--- config.mk ---
export PLATFORM = sky130hd
export DESIGN_NAME = jt51_wrq
export DESIGN_NICKNAME = d
export VERILOG_FILES = /design/src/rtl/jt51_wrq.sv
export SDC_FILE = /design/constraint.sdc
export NUM_CORES = 1
export LEC_CHECK = 0
export ABC_AREA = 1
export BUFFER_PORTS_ARGS = -buffer_cell sky130_fd_sc_hd__buf_2
export CAP_MARGIN = 30
export CELL_PAD_IN_SITES_DETAIL_PLACEMENT = 0
export CELL_PAD_IN_SITES_GLOBAL_PLACEMENT = 1
export CORE_MARGIN = 2
export CORE_UTILIZATION = 45
export DETAILED_ROUTE_END_ITERATION = 8
export GPL_TIMING_DRIVEN = 0
export PLACE_DENSITY = 0.79
export RECOVER_POWER = 50
export SETUP_SLACK_MARGIN = 0.02
export SYNTH_ARGS = -nofsm -noshare
export SYNTH_HDL_FRONTEND = slang
export SYNTH_SLANG_ARGS = --single-unit
export TNS_END_PERCENT = 50
--- constraint.sdc ---
create_clock -name clk -period 2.3 [get_ports clk]
set_input_delay 0.115 -clock clk [delete_from_list [all_inputs] [get_ports clk]]
set_output_delay 0.115 -clock clk [all_outputs]
set_load 0.02 [all_outputs]
--- src/rtl/jt51_wrq.sv ---
// jt51_wrq: CPU write FIFO and register-file update sequencer.
// Optional JT51_WRQ_OVF_EN adds a sticky overflow flag (ovf/ovf_clr).
module jt51_wrq #(
    parameter int DEPTH = 4,
    parameter int TMO   = 4
) (
    input  logic       clk,
    input  logic       rst_n,
    input  logic       cpu_wr,
    input  logic [7:0] cpu_addr,
    input  logic [7:0] cpu_din,
    output logic       cpu_full,
    output logic       wrq_busy,
    output logic [7:0] d_in,
    output logic [1:0] op,
    output logic [2:0] ch,
    output logic       up_kon,
    output logic       up_rl,
    output logic       up_kc,
    output logic       up_kf,
    output logic       up_pms,
    output logic       up_dt1,
    output logic       up_tl,
    output logic       up_ks,
    output logic       up_amsen,
    output logic       up_dt2,
    output logic       up_d1l,
    input  logic       reg_busy,
    output logic       glb_wr,
    output logic [4:0] glb_addr,
    output logic [7:0] glb_data
`ifdef JT51_WRQ_OVF_EN
    ,
    input  logic       ovf_clr,
    output logic       ovf
`endif
);

    localparam int AW = $clog2(DEPTH);
    localparam int CW = AW + 1;

    typedef enum logic [1:0] {IDLE, WAIT_HI, WAIT_LO, GAP} state_t;

    state_t          state, state_nx;
    logic [15:0]     mem [DEPTH];
    logic [AW-1:0]   wr_ptr, rd_ptr;
    logic [CW-1:0]   count;
    logic            push, pop;
    logic [7:0]      head_addr, head_data;
    logic [10:0]     dec_sel, sel_q, strobe;
    logic            dec_glb;
    logic [2:0]      tmo_cnt;

    assign {head_addr, head_data} = mem[rd_ptr];
    assign cpu_full = (count == CW'(DEPTH));
    assign push     = cpu_wr & ~cpu_full;
    assign pop      = (state == IDLE) & (count != '0) & ~reg_busy;
    assign wrq_busy = (count != '0) | (state != IDLE);

    always_ff @(posedge clk) begin
        if (push) mem[wr_ptr] <= {cpu_addr, cpu_din};
    end

    always_ff @(posedge clk or negedge rst_n) begin
        if (!rst_n) begin
            wr_ptr <= '0;
            rd_ptr <= '0;
            count  <= '0;
        end else begin
            if (push) wr_ptr <= wr_ptr + AW'(1);
            if (pop)  rd_ptr <= rd_ptr + AW'(1);
            unique case ({push, pop})
                2'b10:   count <= count + CW'(1);
                2'b01:   count <= count - CW'(1);
                default: count <= count;
            endcase
        end
    end

    // strobe index: 0 kon, 1-4 rl/kc/kf/pms, 5-10 dt1..d1l
    always_comb begin
        dec_sel = '0;
        dec_glb = 1'b0;
        unique case (1'b1)
            head_addr[7:5] == 3'd0: begin
                if (head_addr[4:0] == 5'h08) dec_sel[0] = 1'b1;
                else                         dec_glb    = 1'b1;
            end
            head_addr[7:5] == 3'd1:
                dec_sel = 11'b000_0000_0010 << head_addr[4:3];
            default:
                dec_sel = 11'b000_0010_0000 << (head_addr[7:5] - 3'd2);
        endcase
    end

    always_ff @(posedge clk or negedge rst_n) begin
        if (!rst_n) state <= IDLE;
        else        state <= state_nx;
    end

    always_comb begin
        state_nx = state;
        unique case (state)
            IDLE:    if (pop && !dec_glb) state_nx = WAIT_HI;
            WAIT_HI: begin
                if (reg_busy)                     state_nx = WAIT_LO;
                else if (tmo_cnt == 3'(TMO - 1))  state_nx = GAP;
            end
            WAIT_LO: if (!reg_busy) state_nx = GAP;
            GAP:     state_nx = IDLE;
        endcase
    end

    always_comb begin
        strobe = '0;
        if (state == WAIT_HI || state == WAIT_LO) strobe = sel_q;
    end

    assign {up_d1l, up_dt2, up_amsen, up_ks, up_tl, up_dt1,
            up_pms, up_kf, up_kc, up_rl, up_kon} = strobe;

    always_ff @(posedge clk or negedge rst_n) begin
        if (!rst_n) tmo_cnt <= '0;
        else if (state == WAIT_HI && state_nx == WAIT_HI)
            tmo_cnt <= tmo_cnt + 3'd1;
        else
            tmo_cnt <= '0;
    end

    always_ff @(posedge clk or negedge rst_n) begin
        if (!rst_n) begin
            sel_q    <= '0;
            d_in     <= '0;
            op       <= '0;
            ch       <= '0;
            glb_wr   <= 1'b0;
            glb_addr <= '0;
            glb_data <= '0;
        end else begin
            glb_wr <= pop & dec_glb;
            if (pop) {op, ch} <= head_addr[4:0];
            if (pop && dec_glb) begin
                glb_addr <= head_addr[4:0];
                glb_data <= head_data;
            end
            if (pop && !dec_glb) begin
                sel_q <= dec_sel;
                d_in  <= head_data;
            end
        end
    end

`ifdef JT51_WRQ_OVF_EN
    always_ff @(posedge clk or negedge rst_n) begin
        if (!rst_n)                  ovf <= 1'b0;
        else if (cpu_wr && cpu_full) ovf <= 1'b1;
        else if (ovf_clr)            ovf <= 1'b0;
    end
`endif

endmodule

==> reports/results.tsv <==
stage	metric	value	unit
global_route	GRT Residual Overflow	0	
route	Routed WL per cell	14.02	um
placed_design	I/O Buffers	59	
synthesis	sequential cell area fraction in the yosys report	66.39	%
synthesis	Post-Syn Area	4780	um2
flow_run	MaxCap Viol Count	0	
clocking	clock tree sinks	114	
clocking	Longest Clk Path Bufs	2	
synthesis	synth unique cells	31	
synthesis	Gate Count Post-Synth	449	
layout	Antenna Cells	0	
worst_setup_path	crit-path max cell delay	0.42	ns
sta	setup_tns	0	ns
route	final wirelength	9.771	mm
synthesis	EDFF count, synth	64	
route	1st-iter DRT viols	178	
worst_setup_path	Crit-path slowest cell	dfrtp_1	
placed_design	Placed Area	5295	um2
layout	area growth from synthesis to final layout	26.18	%
placed_design	gp weighted congestion	0.7570	
power_and_ir_drop	P per Cell Area	1470	nW/um2
synthesis	fraction of registers with async set/reset	43.86	%
die	core outline area	10320	um2
worst_setup_path	CP Launch Type	flop	
die	Rows	37	
die	I/O pin count	60	
sta	Slew @ Worst Pin	1.216	ns
power_and_ir_drop	Total Power	8.863	mW
sta	Final Max Tran Viols	0	
sta	RSZ-0062 raised after global routing	true	
synthesis	top-area cell type share of the netlist area	40.21	%
global_route	initial antenna violation count	0	
global_route	pin count of the biggest net entering global routing	29	
clocking	CTS clk-pin slew, worst paths	0.06	ns
worst_hold_path	Hold WC Path Type	in -> reg	
clocking	worst skew pair latency	0.51	ns
synthesis	Area contributors post-synth	edfxtp_1 40%, dfrtp_1 26%, nand2_1 11%	
sta	endpoints failing hold	0	
worst_setup_path	critical path's top delay family	adder cells	
global_route	vias in the first global route	3249	
clocking	CTS tree	built	
route	Via density	4.875	
synthesis	largest area contributor in the netlist	edfxtp_1	
sta	fmax	0.4738	GHz
worst_setup_path	Worst R2R Setup Slack	0.19	ns
sta	final setup violating endpoints	0	
sta	Clock Skews	0.02090	ns
worst_setup_path	CP required	2.69	ns
route	DR DRC count	0	
worst_setup_path	Buf/Inv on CP	3	
clocking	CTS buffer count	17	
synthesis	Top FF cell, synth	edfxtp_1	
placed_design	Placed Instances	646	
die	Die Y	107.1	um
die	die area	11460	um2
power_and_ir_drop	P_leak	2.758	nW
global_route	Total GRT Usage	18.73	%
placed_design	DPL Wire Length	6.433	mm
synthesis	Post-synth top cells	134 x nand2_1, 64 x edfxtp_1, 50 x dfrtp_1	
sta	final period utilization	91.76	%
worst_setup_path	Worst EP arrival	2.50	ns
synthesis	Synthesis Warnings	0	
clocking	htree depth	4	
worst_setup_path	Max FO, Critical Path	5	
die	Initial Util	46.30	%
layout	Cell Count, Final, Fillers Out	697	
layout	NumNets Final	580	
worst_setup_path	kind of critical path	reg -> reg	
synthesis	Synthesized Nets	481	
sta	Slew HR	18.94	%
layout	final instance area	6031	um2
die	Die Width	107.1	um
synthesis	Avg Cell Area, Syn	10.64	um2
clocking	clock root buffer	clkbuf_8	
layout	# fillers	894	
run_status	status	finished, final reports clean	
route	Routed Antenna Nets	0	
layout	layout cells sized above 1	15.69	%
power_and_ir_drop	Max IR drop VDD	544.8	uV
sta	Final min period	2.110	ns
route	DRT Pass-1 Iters	5	
synthesis	top-count cell post-synth	nand2_1	
worst_setup_path	Worst Setup End Kind	flop	
global_route	first-pass GRT wire length	16.17	mm
route	DR vias	3398	
worst_setup_path	CP Cell Sequence	inv_1 -> ha_1 -> nand3_1 -> inv_2 -> ha_1 -> inv_1 -> fa_1 -> a21oi_1 -> o21ai_0 -> xor2_1	
synthesis	#FFs+latches synth	114	
-- stage by stage --
stage / hold WS, ns / worst slack [ns] / utilization [%]
after floorplan: -0.1806 / 0.1883 / -
after global placement: 0.3275 / -0.1372 / 50.85
after detailed placement: 0.1323 / 0.07022 / 51.29
after CTS: 0.04437 / 0.06014 / 58.83
after global routing: 0.04330 / 0.008368 / 58.42
final: 0.02691 / 0.1896 / 58.42
-- power by group --
part | total, mW | switching [mW] | internal [mW]
registers | 3.09 | 0.290 | 2.80
clock network | 2.66 | 0.977 | 1.68
logic | 3.11 | 2.16 | 0.950
total | 8.86 | 3.43 | 5.44
-- worst min-delay path, delay by kind of cell --
| family | cells | cell delay, ns |
|---|---|---|
| simple gates | 1 | 0.19 |
| xor+xnor | 1 | 0.09 |
| buf+inv | 1 | 0.10 |
-- placed cells by master, fill, tap and decap left out, types with 2 or more instances in the layout --
cell type / instances
nand2_1: 133
edfxtp_1: 64
dfrtp_1: 50
inv_1: 46
clkbuf_1: 41
nand3_1: 30
nor2_1: 27
buf_2: 26
o21ai_0: 26
dlygate4sd3_1: 17
clkbuf_16: 16
ha_1: 11
o22ai_1: 8
inv_6: 6
inv_2: 5
buf_4: 5
nor2_2: 5
buf_6: 4
xor2_1: 4
nand2_2: 3
a21oi_1: 3
nor3_1: 3
bufinv_16: 3
nand3_2: 2
nand4_1: 2
o21ai_2: 2
clkinvlp_4: 2
inv_8: 2
-- sequential cells by signal, indices dropped and copies added (netlist names) --
name,flops
mem,64
sel_q,11
d_in,8
glb_data,8
glb_addr,5
ch,3
count,3
tmo_cnt,3
op,2
rd_ptr,2
state,2
wr_ptr,2
glb_wr,1
-- area by class of cell --
| cell class | count | area [um2] | share of cell area (%) |
|---|---|---|---|
| repair buffers | 80 | 455.4 | 7.552 |
| clock inverters | 15 | 193.9 | 3.216 |
| clock buffers | 17 | 414.1 | 6.867 |
| multi-input cells | 268 | 1328 | 22.01 |
| flip-flops and latches | 114 | 3173 | 52.61 |
| inverters | 52 | 195.2 | 3.237 |
| plain buffers | 15 | 101.3 | 1.680 |
| well taps | 136 | 170.2 | 2.822 |
-- routing by layer --
layer  global-route usage [%]  share of wire (%)
met2                    30.33                 49
met1                    24.54                 45
met3                    5.106                5.6
met4                    6.030               0.94
met5                        0                  0
-- repair_timing --
action,4_1_cts,5_1_grt
hold endpoints to repair,94,0
buffers inserted,0,2
hold buffers,17,0
resized for setup,0,2
endpoints found under the setup margin,0,3
-- cells by family (layout without fill, tap and decap cells) --
kind of cell	Yosys count	in the layout	share of synthesized area, %
fa+ha+maj	12	12	3.298
compound gates	44	44	5.236
buf+inv	67	179	6.204
simple gates	207	207	17.96
flops	114	114	66.39
xor+xnor	5	5	0.9162
-- final timing paths --
kind	start	endpoint	depth (start not counted)
max reg2reg	state[0]	count[2]	10
min reg2reg	tmo_cnt[0]	tmo_cnt[0]	1
max	state[0]	count[2]	10
min in group asynchronous	rst_n	tmo_cnt[2]	2
min	cpu_wr	wr_ptr[0]	3
max in group asynchronous	rst_n	sel_q[10]	3
Power figures use the tool's default switching activity.
